File: src/rtl/bhg_psg_pkg.sv
// Shared PSG definitions: sweep FSM states and the dB-law volume table generator.
package bhg_psg_pkg;

    typedef enum logic [1:0] {
        IDLE  = 2'd0,
        SWEEP = 2'd1,
        DONE  = 2'd2
    } psg_state_e;

    // Level for volume index i. Index 0 is silence and VMAX is full scale.
    // Index 1 is optionally half of index 2, which softens the first audible step.
    // The result is rounded to the nearest integer. Levels are never negative,
    // so adding 0.5 and truncating gives correct rounding.
    function automatic int vol_lut_val(input int  i,
                                       input int  vol_bits,
                                       input int  dac_bits,
                                       input real att_db,
                                       input int  soft_low);
        int  vmax;
        int  idx;
        real full;
        real lvl;
        vmax = (1 << vol_bits) - 1;
        full = real'((1 << dac_bits) - 1);
        if (i <= 0) begin
            return 0;
        end
        idx = ((i == 1) && (soft_low != 0) && (vmax >= 2)) ? 2 : i;
        lvl = (10.0 ** (real'(vmax - idx) * att_db / real'(vmax) / 20.0)) * full;
        if (idx != i) begin
            lvl = lvl / 2.0;
        end
        return $rtoi(lvl + 0.5);
    endfunction

endpackage

File: src/rtl/bhg_vol_lut.sv
// Registered volume-to-level ROM. Its contents are fixed at elaboration from vol_lut_val.
module bhg_vol_lut
    import bhg_psg_pkg::*;
#(
    parameter int  VOL_BITS   = 5,
    parameter int  DAC_BITS   = 8,
    parameter real VOL_ATT_DB = -36.0,
    parameter int  SOFT_LOW   = 1
) (
    input  logic                clk,
    input  logic [VOL_BITS-1:0] i_addr,
    output logic [DAC_BITS-1:0] o_data
);

    localparam int DEPTH = 2 ** VOL_BITS;

    logic [DAC_BITS-1:0] w_rom [DEPTH];
    logic [DAC_BITS-1:0] r_data;

    for (genvar gi = 0; gi < DEPTH; gi++) begin : g_rom
        assign w_rom[gi] = DAC_BITS'(vol_lut_val(gi, VOL_BITS, DAC_BITS, VOL_ATT_DB, SOFT_LOW));
    end

    // Registered read with one clock of latency, so the ROM maps onto a block-RAM style array.
    always_ff @(posedge clk) begin
        r_data <= w_rom[i_addr];
    end

    assign o_data = r_data;

endmodule

File: src/rtl/bhg_psg_vol_ramp.sv
// Multi-channel PSG volume stage. Each sweep slews every channel toward its target,
// looks up the level, gates it by the tone bit, and publishes the per-channel levels and their sum.
module bhg_psg_vol_ramp
    import bhg_psg_pkg::*;
#(
    parameter int  CHANNELS   = 3,
    parameter int  VOL_BITS   = 5,
    parameter int  DAC_BITS   = 8,
    parameter real VOL_ATT_DB = -36.0,
    parameter int  RAMP_DIV   = 1,
    parameter int  SOFT_LOW   = 1,
    localparam int CH_W       = (CHANNELS > 1) ? $clog2(CHANNELS) : 1,
    localparam int MIX_W      = DAC_BITS + $clog2(CHANNELS + 1)
) (
    input  logic                         clk,
    input  logic                         rst_n,
    input  logic                         vol_we,
    input  logic [CH_W-1:0]              vol_ch,
    input  logic [VOL_BITS-1:0]          vol_din,
    input  logic                         tick,
    input  logic [CHANNELS-1:0]          tone,
    output logic                         busy,
    output logic [CHANNELS*DAC_BITS-1:0] dout,
    output logic [MIX_W-1:0]             mix_out,
    output logic                         dout_valid
);

    localparam int              RC_W    = (RAMP_DIV > 1) ? $clog2(RAMP_DIV) : 1;
    localparam logic [CH_W-1:0] LAST_CH = CH_W'(CHANNELS - 1);

    psg_state_e          r_state;
    psg_state_e          w_state_next;
    logic [CH_W-1:0]     r_ch;
    logic [RC_W-1:0]     r_ramp_cnt;
    logic                r_step_en;
    logic [VOL_BITS-1:0] r_tgt [CHANNELS];
    logic [VOL_BITS-1:0] r_cur [CHANNELS];
    logic [DAC_BITS-1:0] r_dout [CHANNELS];
    logic                r_rd_vld;
    logic [CH_W-1:0]     r_rd_ch;
    logic                r_rd_gate;
    logic [MIX_W-1:0]    r_acc;
    logic [MIX_W-1:0]    r_mix;
    logic                r_valid;

    logic                w_tick_acc;
    logic                w_addr_vld;
    logic                w_ramp_hit;
    logic [VOL_BITS-1:0] w_tgt_a;
    logic [VOL_BITS-1:0] w_cur_a;
    logic [VOL_BITS-1:0] w_cur_n;
    logic [DAC_BITS-1:0] w_lvl;
    logic [DAC_BITS-1:0] w_gated;
    logic [MIX_W-1:0]    w_sum;

    // A tick is accepted only when idle. Ticks that arrive while busy are dropped entirely.
    assign w_tick_acc = tick && (r_state == IDLE);
    assign w_addr_vld = (r_state == SWEEP);
    assign w_ramp_hit = (RAMP_DIV <= 1) ? 1'b1 : (r_ramp_cnt == RC_W'(RAMP_DIV - 1));

    // Compute the next FSM state and the busy flag.
    always_comb begin
        w_state_next = r_state;
        busy         = 1'b0;
        case (r_state)
            IDLE: begin
                if (tick) w_state_next = SWEEP;
            end
            SWEEP: begin
                busy = 1'b1;
                if (r_ch == LAST_CH) w_state_next = DONE;
            end
            DONE: begin
                busy         = 1'b1;
                w_state_next = IDLE;
            end
            default: w_state_next = IDLE;
        endcase
    end

    // State register, channel pointer, and ramp divider.
    // The step decision is latched once per accepted tick.
    always_ff @(posedge clk or negedge rst_n) begin
        if (!rst_n) begin
            r_state    <= IDLE;
            r_ch       <= '0;
            r_ramp_cnt <= '0;
            r_step_en  <= 1'b0;
        end else begin
            r_state <= w_state_next;
            if (w_tick_acc) begin
                r_ch      <= '0;
                r_step_en <= (RAMP_DIV == 0) || w_ramp_hit;
                if (RAMP_DIV > 1) begin
                    r_ramp_cnt <= w_ramp_hit ? '0 : r_ramp_cnt + 1'b1;
                end
            end else if (w_addr_vld && (r_ch != LAST_CH)) begin
                r_ch <= r_ch + 1'b1;
            end
        end
    end

    // Slew the addressed channel by at most one index toward its target; without slew, jump to the target.
    always_comb begin
        w_tgt_a = r_tgt[r_ch];
        w_cur_a = r_cur[r_ch];
        w_cur_n = w_cur_a;
        if (r_step_en) begin
            if (RAMP_DIV == 0) begin
                w_cur_n = w_tgt_a;
            end else if (w_tgt_a > w_cur_a) begin
                w_cur_n = w_cur_a + 1'b1;
            end else if (w_tgt_a < w_cur_a) begin
                w_cur_n = w_cur_a - 1'b1;
            end
        end
    end

    bhg_vol_lut #(
        .VOL_BITS   (VOL_BITS),
        .DAC_BITS   (DAC_BITS),
        .VOL_ATT_DB (VOL_ATT_DB),
        .SOFT_LOW   (SOFT_LOW)
    ) u_lut (
        .clk    (clk),
        .i_addr (w_cur_n),
        .o_data (w_lvl)
    );

    // Carry the channel index and its tone gate alongside the ROM read.
    // The tone bit is sampled in the same cycle as the address.
    always_ff @(posedge clk or negedge rst_n) begin
        if (!rst_n) begin
            r_rd_vld  <= 1'b0;
            r_rd_ch   <= '0;
            r_rd_gate <= 1'b0;
        end else begin
            r_rd_vld  <= w_addr_vld;
            r_rd_ch   <= r_ch;
            r_rd_gate <= tone[r_ch];
        end
    end

    assign w_gated = r_rd_gate ? w_lvl : '0;
    assign w_sum   = ((r_rd_ch == '0) ? '0 : r_acc) + MIX_W'(w_gated);

    // Per-channel state: target writes in any state, current-volume update in the address cycle,
    // and the output level in the ROM-return cycle.
    for (genvar gi = 0; gi < CHANNELS; gi++) begin : g_ch
        always_ff @(posedge clk or negedge rst_n) begin
            if (!rst_n) begin
                r_tgt[gi]  <= '0;
                r_cur[gi]  <= '0;
                r_dout[gi] <= '0;
            end else begin
                if (vol_we && (vol_ch == CH_W'(gi))) r_tgt[gi] <= vol_din;
                if (w_addr_vld && (r_ch == CH_W'(gi))) r_cur[gi] <= w_cur_n;
                if (r_rd_vld && (r_rd_ch == CH_W'(gi))) r_dout[gi] <= w_gated;
            end
        end
        assign dout[gi*DAC_BITS +: DAC_BITS] = r_dout[gi];
    end

    // Accumulate the sweep privately. Only the complete sum is published, together with dout_valid.
    always_ff @(posedge clk or negedge rst_n) begin
        if (!rst_n) begin
            r_acc   <= '0;
            r_mix   <= '0;
            r_valid <= 1'b0;
        end else begin
            r_valid <= 1'b0;
            if (r_rd_vld) begin
                r_acc <= w_sum;
                if (r_rd_ch == LAST_CH) begin
                    r_mix   <= w_sum;
                    r_valid <= 1'b1;
                end
            end
        end
    end

    assign mix_out    = r_mix;
    assign dout_valid = r_valid;

endmodule

File: config.mk
export PLATFORM = sky130hd
export DESIGN_NAME = bhg_psg_vol_ramp
export DESIGN_NICKNAME = d
export VERILOG_FILES = /design/src/rtl/bhg_psg_pkg.sv /design/src/rtl/bhg_vol_lut.sv /design/src/rtl/bhg_psg_vol_ramp.sv
export SDC_FILE = /design/constraint.sdc
export NUM_CORES = 1
export LEC_CHECK = 0
export ABC_CLOCK_PERIOD_IN_PS = 8400
export CAP_MARGIN = 20
export CORE_MARGIN = 5
export CORE_UTILIZATION = 45
export CTS_CLUSTER_DIAMETER = 120
export DETAILED_ROUTE_END_ITERATION = 7
export GPL_TIMING_DRIVEN = 1
export HOLD_SLACK_MARGIN = 0.15
export PLACE_DENSITY = 0.7
export SYNTH_ARGS = -nofsm -noshare
export SYNTH_HDL_FRONTEND = slang
export SYNTH_SLANG_ARGS = --single-unit
File: constraint.sdc
create_clock -name clk -period 8.4 [get_ports clk]
set_input_delay 1.26 -clock clk [delete_from_list [all_inputs] [get_ports clk]]
set_output_delay 1.26 -clock clk [all_outputs]
set_load 0.02 [all_outputs]
==> results.tsv <==
stage	metric	value	unit
clocking	hold_buf cts	0	
sta	unrepaired setup endpoints after global routing	false	
yosys	xor/xnor share of the synthesized area	0.0229	
routing	wire length on met2	5240	um
yosys	mux share of post-synthesis cell area	0.116	
grt	initial antenna violation count	0	
yosys	post-synthesis compound-gate area fraction	0.140	
grt	Tot GR Track Use	0.169	
yosys	Yosys reg bits	92	
clocking	CTS tree	yes	
clocking	postcts setup bufs	0	
critical_path	critical path class	flip-flop to flip-flop	
critical_path	worst path arrival time	4.64	ns
clocking	Post-CTS Resized	0	
yosys	Post-synth EDFFs	0	
clocking	CTS H-tree depth	3	
placed_design	number of I/O port buffers	49	
placed_design	Detailed Place HPWL	7840	um
yosys	adder-cell share of the synthesized area	0.0789	
routing	drt initial violations	191	
routing	M1 WL	4770	um
critical_path	nature of the critical path endpoint	flip-flop	
yosys	synthesized area	0.00485	mm^2
yosys	ranking of synthesized cells by area	dfrtp_1 (43%), ha_1 (7.5%), mux2_2 (6.0%)	
floorplan	Chip Height	114	um
routing	via count	3585	
routing	antenna violation net count after detailed routing	0	
yosys	top-area cell type share of the netlist area	0.433	
sta	Worst Skew	0.0120	ns
finish	post-route design area	0.00565	mm^2
critical_path	Worst Setup Start Kind	flip-flop	
critical_path	Crit Path Max Fanout	17	
sta	Slew HR	0.451	
routing	Max Used Layer	met4	
routing	DRT Pass-1 Iters	4	
yosys	register area share after synthesis	0.466	
clocking	Longest Clk Path Bufs	2	
floorplan	Die ar.	0.0130	mm^2
floorplan	io pins	50	
grt	grt total ovfl	0	
yosys	top_reg_cell synth	dfrtp_1	
critical_path	CP peak stage delay	0.69	ns
grt	pin count of the biggest net entering global routing	85	
yosys	Syn Inst Count	482	
sta	Final Hold Viols	0	
yosys	Post-Synth Simple-Gate Area	0.137	
critical_path	CP Cell Sequence	nor2b_1 -> a21oi_1 -> ha_1 -> and4_1 -> nor2b_1 -> o311ai_0 -> o211ai_1 -> buf_4 -> inv_1 -> ha_1 -> mux2_1 -> o22ai_1 -> mux2i_1	
yosys	Async SR Flop Fraction	0.913	
sta	Final Max Tran Viols	0	
finish	final core occ	0.528	
routing	WL/cell	15.8	um
floorplan	Initial Util	0.454	
sta	final period utilization	0.525	
critical_path	Req. time, crit path	8.63	ns
finish	diode count	0	
sta	min Tclk post-route	4.41	ns
finish	Filler Cell Count	952	
clocking	Clk Latency, worst-skew pair	0.36	ns
routing	DRC violation count after routing	0	
sta	Least-Margin Pin Slew	0.824	ns
routing	WL met3	434	um
routing	final WL	10600	um
clocking	TritonCTS buffer count	9	
yosys	largest family of logic cells by synthesized area	compound AO/OA/AOI/OAI gates	
clocking	CTS root buf	clkbuf_8	
clocking	clock sinks	92	
routing	DR vias/cell	5.36	
floorplan	Core Footprint	0.0107	mm^2
yosys	Post-Syn Area per Cell	10.1	um^2
sta	Max Freq	227	MHz
finish	layout cell share with drive strength beyond 1	0.102	
sta	Final Setup Violations	0	
job	max-cap violations	0	
sta	sum of negative setup slack	0	ns
floorplan	floorplan row count	38	
yosys	synth warn	0	
hold_path	hold crit path type	flip-flop to flip-flop	
critical_path	Slowest-stage cell, CP	dfrtp_1	
clocking	Reg clk slew, reported paths	0.10	ns
grt	vias in the first global route	3549	
yosys	cell taking the most area after synthesis	dfrtp_1	
outcome	status	finished clean	
floorplan	die width	114	um
grt	first-pass GRT wire length	17600	um
yosys	Yosys cell types	59	
yosys	synthesized net count	526	
sta	worst hold slack	0.485	ns
finish	Syn-to-layout area delta	16.5	%
placed_design	Post-DP Area	0.00544	mm^2
finish	Final nets	568	
placed_design	Placer Congestion	0.848	
==> flip-flops by register name, summed over array words and instances, names as in the netlist <==
| register | count |
|---|---|
| mix_out | 10 |
| r_state | 2 |
| dout | 24 |
| r_step_en | 1 |
| u_lut.o_data | 8 |
| r_rd_ch | 2 |
| r_acc | 10 |
| r_cur | 15 |
| dout_valid | 1 |
| r_tgt | 15 |
| r_ch | 2 |
| r_rd_gate | 1 |
| r_rd_vld | 1 |
==> cell families after synthesis <==
family | after synthesis
buf+inv | 46
mux | 52
flops | 92
compound gates | 110
xor+xnor | 11
simple gates | 141
fa+ha+maj | 30
==> synth_stat cells (all sizes together), types with 5 or more instances <==
library cell,number
dfrtp,84
nand2,70
o21ai,40
a21oi,32
ha,29
mux2,29
inv,23
mux2i,23
nor2,22
nor2b,14
clkbuf,13
xnor2,10
buf,9
dfxtp,8
a21o,7
nor3,6
nand3b,5
==> metrics by stage <==
| step | std cells | setup WS, ns |
|---|---|---|
| after global placement | 652 | 4.14 |
| after global routing | 669 | 3.54 |
| final | 669 | 3.99 |
| after detailed placement | 652 | 3.98 |
| after CTS | 668 | 3.95 |
| after floorplan | 482 | 4.72 |
==> final timing paths <==
path                            slack, ns       start              end  cells after the start
worst min register to register       0.48  mix_out[6]       mix_out[6]                      2
worst max-delay path                 3.99     r_ch[0]  u_lut.o_data[0]                     13
worst min-delay path                 0.48  mix_out[6]       mix_out[6]                      2
min in group asynchronous            0.74       rst_n         dout[13]                      1
max in group asynchronous            7.06       rst_n         r_tgt[9]                      2
worst max register to register       3.99     r_ch[0]  u_lut.o_data[0]                     13
==> cell usage in the layout, fill, tap and decap left out, types with 4 or more instances in the layout <==
cell type / instances
dfxtp_1: 8
inv_1: 22
clkbuf_8: 11
o21ai_0: 40
nor2_1: 22
buf_4: 4
nand3b_1: 5
clkdlybuf4s50_1: 48
mux2i_1: 22
xnor2_1: 9
nor3_1: 6
nand2_1: 70
ha_1: 29
o211ai_1: 4
a21oi_1: 32
a21o_1: 7
dfrtp_1: 84
nor4_1: 4
nand4_1: 4
mux2_2: 26
nor2b_1: 14
==> worst max-delay path: cells and delay by family (launching register included) <==
| family | cells | cell delay, ns |
|---|---|---|
| fa+ha+maj | 2 | 0.75 |
| simple gates | 3 | 1.30 |
| buf+inv | 2 | 0.37 |
| compound gates | 4 | 0.75 |
| flops | 1 | 0.69 |
| mux | 2 | 0.40 |
==> layout make-up <==
cell class	instances	area (um^2)	area share
Clock buffer	12	155	0.0275
Inverter	24	90.1	0.0159
Clock inverter	4	32.5	0.00576
Timing Repair Buffer	53	538	0.0952
Sequential cell	92	2260	0.400
Tap cell	140	175	0.0310
Multi-Input combinational cell	344	2400	0.424
==> metal layers <==
metal	up-vias	global-route usage
li1	1766	-
met1	1739	0.216
met2	72	0.291
met3	8	0.0350
met4	0	0.0475
met5	-	0
Power is left out: the tool's default activity adds up to more than one toggle a clock period on the data nets, which glitch-free logic cannot reach.
